## src/rtl/ttt_pkg.sv

```systemverilog
// Shared tic-tac-toe definitions: cell/winner codes, winning-line table and scan states.
// Imported by game_board, its line_checker and the game controller.
package ttt_pkg;

  typedef enum logic [1:0] {
    CELL_EMPTY = 2'b00,
    CELL_P2    = 2'b10,
    CELL_P1    = 2'b11
  } cell_t;

  typedef enum logic [1:0] {
    WIN_NONE = 2'b00,
    WIN_TIE  = 2'b01,
    WIN_P2   = 2'b10,
    WIN_P1   = 2'b11
  } winner_t;

  typedef enum logic [1:0] {
    IDLE,
    SCAN,
    DONE
  } scanState_t;

  localparam int         NUM_CELLS = 9;
  localparam int         NUM_LINES = 8;
  localparam int         BOARD_W   = 2 * NUM_CELLS;
  localparam logic [3:0] MAX_MOVES = 4'd9;
  localparam logic [3:0] MAX_ADDR  = 4'd8;

  // Cell indices of each winning line, packed {first, second, third}; rows, columns, diagonals.
  function automatic logic [11:0] lineTable(input logic [2:0] line);
    case (line)
      3'd0:    return {4'd0, 4'd1, 4'd2};
      3'd1:    return {4'd3, 4'd4, 4'd5};
      3'd2:    return {4'd6, 4'd7, 4'd8};
      3'd3:    return {4'd0, 4'd3, 4'd6};
      3'd4:    return {4'd1, 4'd4, 4'd7};
      3'd5:    return {4'd2, 4'd5, 4'd8};
      3'd6:    return {4'd0, 4'd4, 4'd8};
      default: return {4'd2, 4'd4, 4'd6};
    endcase
  endfunction

  function automatic logic [1:0] cellAt(input logic [BOARD_W-1:0] board, input logic [3:0] idx);
    return board[{idx, 1'b0} +: 2];
  endfunction

endpackage

```

## src/rtl/game_board_if.sv

```systemverilog
// Controller <-> board-responder bus: new-game clear, cell writes, and board/result feedback.
interface game_board_if;

  logic        clear;
  logic        wrEn;
  logic [3:0]  addr;
  logic [1:0]  cellState;
  logic [17:0] gBoard;
  logic        gameIsDone;
  logic [1:0]  winner;
  logic        busy;
  logic        wrAck;
  logic        wrErr;

  modport master (
    output clear, wrEn, addr, cellState,
    input  gBoard, gameIsDone, winner, busy, wrAck, wrErr
  );

  modport slave (
    input  clear, wrEn, addr, cellState,
    output gBoard, gameIsDone, winner, busy, wrAck, wrErr
  );

endinterface

```

## src/rtl/game_board_line_checker.sv

```systemverilog
// Combinational check of one winning line: three equal, non-empty cells form a match.
module line_checker
  import ttt_pkg::*;
(
  input  logic [1:0] a,
  input  logic [1:0] b,
  input  logic [1:0] c,
  output logic       match,
  output logic [1:0] mark
);

  assign match = (a != CELL_EMPTY) && (a == b) && (b == c);
  assign mark  = a;

endmodule

```

## src/rtl/game_board.sv

```systemverilog
// Tic-tac-toe board responder: validates/stores cell writes, then scans the eight lines.
// GAME_BOARD_PARALLEL_CHECK_EN selects a one-cycle parallel check instead of the 8-cycle scan.
module game_board
  import ttt_pkg::*;
(
  input  logic         ph1,
  input  logic         reset,
  game_board_if.slave  bus
);

  scanState_t         state, nextState;
  logic [BOARD_W-1:0] board;
  logic [3:0]         moveCount;
  winner_t            winnerReg, scanWin, result;
  logic               wrAckReg, wrErrReg, busyInt, doneInt;
  logic               addrOk, dataOk, cellFree, accept;
  logic [3:0]         addrSafe;
  logic               lineMatch, lastLine;
  logic [1:0]         lineMark;

  assign addrOk   = (bus.addr <= MAX_ADDR);
  assign addrSafe = addrOk ? bus.addr : 4'd0;
  assign dataOk   = (bus.cellState == CELL_P1) || (bus.cellState == CELL_P2);
  assign cellFree = (cellAt(board, addrSafe) == CELL_EMPTY);
  assign accept   = bus.wrEn && !bus.clear && addrOk && dataOk && cellFree && (state == IDLE);

`ifdef GAME_BOARD_PARALLEL_CHECK_EN
  logic [NUM_LINES-1:0]      allMatch;
  logic [NUM_LINES-1:0][1:0] allMark;

  for (genvar g = 0; g < NUM_LINES; g++) begin : gLine
    logic [11:0] cells;
    assign cells = lineTable(3'(g));
    line_checker uCheck (
      .a     (cellAt(board, cells[11:8])),
      .b     (cellAt(board, cells[7:4])),
      .c     (cellAt(board, cells[3:0])),
      .match (allMatch[g]),
      .mark  (allMark[g])
    );
  end

  // Lowest-numbered matching line wins, mirroring the order of the sequential scan.
  always_comb begin
    lineMatch = 1'b0;
    lineMark  = 2'b00;
    for (int i = NUM_LINES - 1; i >= 0; i--) begin
      if (allMatch[i]) begin
        lineMatch = 1'b1;
        lineMark  = allMark[i];
      end
    end
  end

  assign lastLine = 1'b1;
  assign scanWin  = lineMatch ? winner_t'(lineMark) : WIN_NONE;
`else
  logic [2:0]  lineCnt;
  logic [11:0] cells;
  winner_t     pending;

  assign cells = lineTable(lineCnt);

  line_checker uCheck (
    .a     (cellAt(board, cells[11:8])),
    .b     (cellAt(board, cells[7:4])),
    .c     (cellAt(board, cells[3:0])),
    .match (lineMatch),
    .mark  (lineMark)
  );

  always_ff @(posedge ph1 or posedge reset) begin
    if (reset) begin
      lineCnt <= 3'd0;
      pending <= WIN_NONE;
    end else if (bus.clear || state != SCAN) begin
      lineCnt <= 3'd0;
      pending <= WIN_NONE;
    end else begin
      lineCnt <= lineCnt + 3'd1;
      if (pending == WIN_NONE && lineMatch)
        pending <= winner_t'(lineMark);
    end
  end

  assign lastLine = (lineCnt == 3'd7);
  assign scanWin  = (pending != WIN_NONE) ? pending :
                    (lineMatch ? winner_t'(lineMark) : WIN_NONE);
`endif

  // A win takes precedence over a full board.
  always_comb begin
    result = WIN_NONE;
    if (scanWin != WIN_NONE)
      result = scanWin;
    else if (moveCount == MAX_MOVES)
      result = WIN_TIE;
  end

  always_ff @(posedge ph1 or posedge reset) begin
    if (reset)
      state <= IDLE;
    else if (bus.clear)
      state <= IDLE;
    else
      state <= nextState;
  end

  always_comb begin
    nextState = state;
    case (state)
      IDLE:    if (accept) nextState = SCAN;
      SCAN:    if (lastLine) nextState = (result != WIN_NONE) ? DONE : IDLE;
      DONE:    nextState = DONE;
      default: nextState = IDLE;
    endcase
  end

  always_comb begin
    busyInt = (state == SCAN);
    doneInt = (state == DONE);
  end

  always_ff @(posedge ph1 or posedge reset) begin
    if (reset) begin
      board     <= '0;
      moveCount <= 4'd0;
      winnerReg <= WIN_NONE;
      wrAckReg  <= 1'b0;
      wrErrReg  <= 1'b0;
    end else if (bus.clear) begin
      board     <= '0;
      moveCount <= 4'd0;
      winnerReg <= WIN_NONE;
      wrAckReg  <= 1'b0;
      wrErrReg  <= 1'b0;
    end else begin
      wrAckReg <= accept;
      wrErrReg <= bus.wrEn && !accept;
      if (accept) begin
        board[{addrSafe, 1'b0} +: 2] <= bus.cellState;
        if (moveCount != MAX_MOVES)
          moveCount <= moveCount + 4'd1;
      end
      if (state == SCAN && lastLine && result != WIN_NONE)
        winnerReg <= result;
    end
  end

  assign bus.gBoard     = board;
  assign bus.gameIsDone = doneInt;
  assign bus.winner     = winnerReg;
  assign bus.busy       = busyInt;
  assign bus.wrAck      = wrAckReg;
  assign bus.wrErr      = wrErrReg;

endmodule

```

## src/flat_wrapper.sv

```systemverilog
// flat-port wrapper written by rule: the top's interface ports become plain ports
module game_board_flat import ttt_pkg::*;
  (ph1, reset, bus_clear, bus_wrEn, bus_addr, bus_cellState, bus_gBoard, bus_gameIsDone, bus_winner, bus_busy, bus_wrAck, bus_wrErr);
  game_board_if bus_i ();
  input  logic ph1;
  input  logic reset;
  input wire logic [$bits(bus_i.clear)-1:0] bus_clear;
  input wire logic [$bits(bus_i.wrEn)-1:0] bus_wrEn;
  input wire logic [$bits(bus_i.addr)-1:0] bus_addr;
  input wire logic [$bits(bus_i.cellState)-1:0] bus_cellState;
  output wire logic [$bits(bus_i.gBoard)-1:0] bus_gBoard;
  output wire logic [$bits(bus_i.gameIsDone)-1:0] bus_gameIsDone;
  output wire logic [$bits(bus_i.winner)-1:0] bus_winner;
  output wire logic [$bits(bus_i.busy)-1:0] bus_busy;
  output wire logic [$bits(bus_i.wrAck)-1:0] bus_wrAck;
  output wire logic [$bits(bus_i.wrErr)-1:0] bus_wrErr;
  assign bus_i.clear = bus_clear;
  assign bus_i.wrEn = bus_wrEn;
  assign bus_i.addr = bus_addr;
  assign bus_i.cellState = bus_cellState;
  assign bus_gBoard = bus_i.gBoard;
  assign bus_gameIsDone = bus_i.gameIsDone;
  assign bus_winner = bus_i.winner;
  assign bus_busy = bus_i.busy;
  assign bus_wrAck = bus_i.wrAck;
  assign bus_wrErr = bus_i.wrErr;
  game_board u_core (.ph1(ph1), .reset(reset), .bus(bus_i));
endmodule
```

## config.mk

```make
export PLATFORM = sky130hd
export DESIGN_NAME = game_board_flat
export DESIGN_NICKNAME = d
export VERILOG_FILES = /design/src/rtl/ttt_pkg.sv /design/src/rtl/game_board_if.sv /design/src/rtl/game_board_line_checker.sv /design/src/rtl/game_board.sv /design/src/flat_wrapper.sv
export SDC_FILE = /design/constraint.sdc
export NUM_CORES = 1
export LEC_CHECK = 0
export ABC_AREA = 1
export BUFFER_PORTS_ARGS = -buffer_cell sky130_fd_sc_hd__buf_2
export CAP_MARGIN = 30
export CORE_MARGIN = 4
export CORE_UTILIZATION = 45
export DETAILED_ROUTE_END_ITERATION = 10
export HOLD_SLACK_MARGIN = 0.1
export PLACE_DENSITY = 0.63
export SYNTH_ARGS = -nofsm -noshare
export SYNTH_HDL_FRONTEND = slang
export SYNTH_SLANG_ARGS = --single-unit
```

## constraint.sdc

```tcl
create_clock -name ph1 -period 3.3 [get_ports ph1]
set_clock_uncertainty 0.05 [all_clocks]
set_input_delay 0.33 -clock ph1 [delete_from_list [all_inputs] [get_ports ph1]]
set_output_delay 0.33 -clock ph1 [all_outputs]
set_load 0.02 [all_outputs]
```

Yosys cells after proc, flatten, opt, wreduce, memory -nomap -nowiden

Index checks and enable logic that the tools add are counted.

Bits in registers: 33
Bits in latches: 0
Bits in writable memories: 0
ROM bits: 0
Bits of input ports: 10
Logic and storage cells: 89
Memories: 0

Add/subtract/negate cells: 3
Multiply operators: 0
Div/mod/pow operators: 0
$lt $le $gt $ge: 1
Equality and inequality tests: 18
Shifts and indexed selects: 6
Muxes and demuxes: 24
Bitwise logic cells: 0
Reductions and logical operators: 29

Operator list:

| cell                                                                   | number |
|---|---|
| 11-bit one-hot mux with 7 select lines                                 | 1 |
| 18-bit by 6-bit variable part select with 2-bit output                 | 3 |
| 18-bit 2-to-1 mux                                                      | 2 |
| 2-bit 2-to-1 mux                                                       | 11 |
| 18-bit bitwise mux                                                     | 1 |
| 2-bit by 7-bit variable shift with 18-bit output, first input constant | 1 |
| 18-bit by 5-bit variable part select with 2-bit output                 | 1 |
| 2-bit by 7-bit variable part select with 18-bit output                 | 1 |
| 4-bit 2-to-1 mux                                                       | 4 |
| 2-bit nonzero test                                                     | 8 |
| 3-bit == test, second input constant                                   | 4 |
| 1-bit logical AND                                                      | 11 |
| 5-bit negation with 7-bit output                                       | 1 |
| 2-bit == test, second input constant                                   | 3 |
| 3-bit by 2-bit == test with 1-bit output, second input constant        | 2 |
| 2-bit logical NOT                                                      | 3 |
| 3-bit by 2-bit != test with 1-bit output, second input constant        | 2 |
| 2-bit one-hot mux with 3 select lines                                  | 1 |
| 4-bit by 1-bit adder with 4-bit output, second input constant          | 1 |
| 2-bit == test                                                          | 2 |
| 4-bit == test, second input constant                                   | 1 |
| 4-bit less-or-equal comparator, second input constant                  | 1 |
| 4-bit != test, second input constant                                   | 1 |
| 2-bit AND reduction                                                    | 2 |
| 9 further kinds                                                        | 13 |

Depth between registers and ports, before layout

Depth in word-level cells: 15
Gate-level depth with buffers: 23
Mapped depth without buffers: 23

Hierarchy

A second synthesis with hierarchy kept.

Cells, all modules: 357
Area, all modules: 2,398.6 µm²

By module, submodules not included:

| module       | instances | cells an instance | area each (µm²) | sequential area each (µm²) |
|---|---|---|---|---|
| game_board   | 1         | 342               | 2,332.2         | 825.8 |
| line_checker | 1         | 15                | 66.3            | 0.0 |

Worst setup path before layout

OpenSTA, ideal clock, no wires.

Path kind: flip-flop to flip-flop
Start: register u_core.lineCnt[1]
End: register u_core.winnerReg[1] (netlist: u_core.bus.winner[1])
Arrival: 2.185 ns
Required time: 3.132 ns
Setup slack: 0.947 ns
Cell stages (with the launch flop): 23
Period minus slack after synthesis: 2.353 ns
Cells stage by stage: dfrtp_1 inv_1 ha_1 nand2_1 nand3_1 inv_2 nand2_2 buf_6 nand3_1 nand2_1 clkinv_1 nand2_2 nand2_2 nor2_1 nor2_1 nor2_1 nand3_1 nand2_2 nor2_2 nand2_2 nand2_2 nand3_1 nand2_1

Longest elaborated chain between the ends: 13
Elaborated cells on any way between the ends: 27
Those cells by class: 9 x eq/ne; 3 x shift; 6 x mux; 9 x reduce/logical

Ends and longest elaborated chain:

| element                                                                                                                                 | RTL line                      | text |
|---|---|---|
| from (decl)                                                                                                                             | game_board.sv:58              | `logic [2:0] lineCnt;` |
| from (signal assigned)                                                                                                                  | game_board.sv:80              | `lineCnt <= lineCnt + 3'd1;` |
| 3-bit == test (tied with other cells)                                                                                                   | ttt_pkg.sv:32                 | `case (line)` |
| 11-bit one-hot mux with 7 select lines                                                                                                  | ttt_pkg.sv:32                 |  |
| 18-bit by 6-bit variable part select with 2-bit output / 18-bit by 5-bit variable part select with 2-bit output (equally long branches) | ttt_pkg.sv:45                 | `return board[{idx, 1'b0} +: 2];` |
| 2-bit == test / 2-bit nonzero test (equally long branches)                                                                              | game_board_line_checker.sv:12 | `assign match = (a != CELL_EMPTY) && (a == b) && (b == c);` |
| 1-bit logical AND (2 in series)                                                                                                         | game_board_line_checker.sv:12 |  |
| 2-bit 2-to-1 mux                                                                                                                        | game_board.sv:88              | `(lineMatch ? winner_t'(lineMark) : WIN_NONE);` |
| 2-bit 2-to-1 mux                                                                                                                        | game_board.sv:87              | `assign scanWin = (pending != WIN_NONE) ? pending :` |
| 2-bit nonzero test                                                                                                                      | game_board.sv:94              | `if (scanWin != WIN_NONE)` |
| 2-bit 2-to-1 mux                                                                                                                        | game_board.sv:94              |  |
| 2-bit nonzero test                                                                                                                      | game_board.sv:145             | `if (state == SCAN && lastLine && result != WIN_NONE)` |
| 1-bit logical AND                                                                                                                       | game_board.sv:145             |  |
| 2-bit nonzero test (no line)                                                                                                            | n/a                           |  |
| to (signal assigned)                                                                                                                    | game_board.sv:146             | `winnerReg <= result;` |
| to (decl)                                                                                                                               | game_board.sv:14              | `winner_t winnerReg, scanWin, result;` |

Parallel ways exist; a longest one is shown, timed or not. The select of a mux whose other input is x is not followed.
A chain may end at the register's enable or synchronous reset.

Final worst setup path

Ends and elaborated chain as after synthesis.

==> flow_metrics.py <==
metrics = {
    "critical_path": {
        "critical_path_class": "flip-flop to flip-flop",
        "endpoint_kind": "flip-flop",
        "crit_chain": "inv_1, ha_1, nand2_1, nand3_1, inv_2, nand2_2, nand2_1, nand2_1, nand3_1, nand2_2, nand2_2, nor2_1, nor2_1, nor2_1, nand3_1, nand2_2, nor2_2, nand2_2, nand2_2, nand3_1, nand2_1",
        "required_ns": 3.42,
        "worstPathArrival_ns": 2.92,
        "cp_common_cell": "nand2_2",
        "worstSetupStartpointType": "flip-flop",
        "ff2ff_path_depth": 21,
        "cp_slowest_stage_delay_ns": 0.40,
        "cp_max_fo": 13,
        "crit_path_top_delay_cell": "dfrtp_1",
    },
    "grt": {
        "grt_pass1_vias": 2361,
        "grt_pass1_wl_um": 11120,
        "grt_use_total_pct": 21.69,
        "use_met2_pct": 35.70,
        "grt_max_degree": 34,
        "grtUsageMet3_pct": 4.605,
        "met1_usage_pct": 28.61,
        "grt_overflow": 0,
        "busiest_layer": "met2",
        "antenna_found_initial": 0,
    },
    "finish": {
        "antenna_cells": 0,
        "fillers": 532,
        "final_cell_area_um2": 2824,
        "fin_util_pct": 54.25,
        "area_delta_synth_final_pct": 14.98,
        "regArea_um2": 825.8,
        "layout.nets": 427,
        "fin_cells": 476,
        "multi_input_area_um2": 1383,
        "drive_gt1_share_pct": 16.26,
    },
    "placement": {
        "dp_cells": 467,
        "placed_cell_area_um2": 2698,
        "gp_congestion": 0.8811,
        "port_buffers": 33,
        "place_hpwl_um": 5124,
    },
    "logic_synthesis": {
        "synthTopCellsByArea": "dfrtp_1 34%, nand2_1 13%, nand3_1 12%, inv_1 8.1%, ha_1 6.1%",
        "async_flop_share_pct": 100.0,
        "synth.most_common_cell": "nand2_1",
        "post-synth-top-area-fraction_pct": 33.62,
        "syn_nets": 388,
        "yosysWarnings": 0,
        "synth_top_flop_cell": "dfrtp_1",
        "ys_seq_area_share_pct": 33.62,
        "ys_types": 30,
        "synth.avg_cell_area_um2": 6.711,
        "synth_edf_count": 0,
        "synth-seq-cells": 33,
        "ys_top_cells_by_count": "87 x nand2_1, 58 x nand3_1, 53 x inv_1, 37 x nor2_1, 33 x dfrtp_1",
        "synth_top_area_cell": "dfrtp_1",
        "synth_area_um2": 2456,
        "syn_inst": 366,
    },
    "run_status": {
        "status": "completed",
    },
    "die": {
        "die-area_um2": 6704,
        "initial_core_util_pct": 47.19,
        "core_um2": 5205,
        "num_io_pins": 34,
        "die_w_um": 81.88,
        "fp-row-count": 26,
        "fp.dieH_um": 81.88,
    },
    "timing": {
        "post-route-period-util_pct": 84.73,
        "holdWs_ns": 0.2166,
        "final-setup-viol-count": 0,
        "fin_crit_ns": 2.796,
        "drv_slew": 0,
        "fmax_mhz": 357.6,
        "worst_pin_slew_ns": 0.4824,
        "rsz0062_at_grt": "no",
        "hold_viol": 0,
        "relSlewSlack_pct": 67.64,
        "fin_tns_setup_ns": 0,
    },
    "clock_tree": {
        "cts_sinks": 33,
        "numCtsBuffers": 5,
        "post-cts-setup-buffers": 0,
        "cts_tree": "built",
        "clock-root-buffer": "clkbuf_8",
        "clk_pin_slew_ns": 0.07,
        "h-tree-depth": 2,
        "clock_path_buffers": 2,
        "worstSkewPairLatency_ns": 0.29,
    },
    "hold_path": {
        "hold_path_depth": 3,
        "hold_class": "input pin to flip-flop",
    },
    "route": {
        "drt_first_pass_iters": 5,
        "wl_um": 6615,
        "viasPerCell": 5.313,
        "ant_nets": 0,
        "drc": 0,
        "post_drt_wl_per_cell_um": 13.90,
        "vias": 2529,
        "drt_iter0_markers": 163,
    },
    "pwr": {
        "power_density_nw_per_um2": 330.2,
        "leakage_nw": 1.505,
        "irDropWorstVdd_mv": 0.2004,
    },
    "flow_run": {
        "cap_violations": 0,
    },
}
-- flip-flops by register name, indices dropped and copies added, names as in the netlist --
register,count
u_core.bus.wrErr,1
u_core.moveCount,4
u_core.bus.wrAck,1
u_core.bus.gBoard,18
u_core.pending,2
u_core.state,2
u_core.bus.winner,2
u_core.lineCnt,3
-- metrics by stage --
step	power, mW	worst slack [ns]
after floorplan	0.5087	0.9472
after global placement	0.5441	0.5923
after detailed placement	0.5437	0.5439
after CTS	0.9378	0.5225
after global routing	0.9811	0.1903
final	0.9325	0.5039
-- logic make-up (layout without fill, tap and decap cells) --
kind of cell | count (synthesis) | in the layout | share of synthesized area, %
buf+inv | 63 | 103 | 10.09
simple gates | 215 | 215 | 39.63
fa+ha+maj | 12 | 12 | 6.113
compound gates | 42 | 42 | 10.19
flops | 33 | 33 | 33.62
xor+xnor | 1 | 1 | 0.3567
-- repair_timing --
item | 4_1_cts | 5_1_grt
hold buffers | 1 | 0
gates resized for setup | 0 | 0
hold endpoints to repair | 33 | 0
-- worst paths after layout --
check                                                    end  slack [ns]                             start
hold / removal                    u_core.bus.wrErr$_DFF_PP0_        0.22                          bus_wrEn
max in group asynchronous  u_core.bus.gBoard[15]$_DFFE_PP0P_        2.27                             reset
hold reg to reg             u_core.bus.winner[1]$_DFFE_PP0P_        0.45  u_core.bus.winner[1]$_DFFE_PP0P_
setup / recovery            u_core.bus.winner[1]$_DFFE_PP0P_        0.50       u_core.lineCnt[1]$_DFF_PP0_
setup reg to reg            u_core.bus.winner[1]$_DFFE_PP0P_        0.50       u_core.lineCnt[1]$_DFF_PP0_
min in group asynchronous        u_core.lineCnt[2]$_DFF_PP0_        0.62                             reset
-- cells in the final DEF (no fill, tap or decap), types with 6 or more instances in the layout --
cell       n
o21ai_0   20
buf_2     33
nand4_1    9
nand2_1   87
nor2_1    37
ha_1      12
nand2_2   12
nand3_1   58
inv_1     53
a21oi_1    7
dfrtp_1   33
clkbuf_8   6
-- metal layers --
metal,vias to the layer above,routed length (µm)
li1,1272,-
met1,1147,2979
met2,94,3067
met3,16,453
met4,0,114
met5,-,0
-- worst max-delay path, delay by kind of cell, from the launching register on --
family / cells / cell delay [ns]
and+or+nand+nor: 18 / 1.77
DFF: 1 / 0.40
adders and majority gates: 1 / 0.31
buffers and inverters: 2 / 0.14
-- final cells by class --
type	instances	share of cell area (%)
Sequential cell	33	29.24
Timing Repair Buffer	36	6.735
Multi-Input combinational cell	270	48.96
Clock inverter	1	1.063
Clock buffer	7	3.057
Inverter	59	7.842
Tap cell	70	3.101
-- power breakdown --
| group | internal (mW) | switching [mW] | total, mW |
|---|---|---|---|
| logic | 0.0359 | 0.0902 | 0.126 |
| registers | 0.409 | 0.00433 | 0.413 |
| clock network | 0.246 | 0.147 | 0.393 |
| total | 0.691 | 0.242 | 0.933 |
No activity file was read; power rests on OpenSTA's default activity.
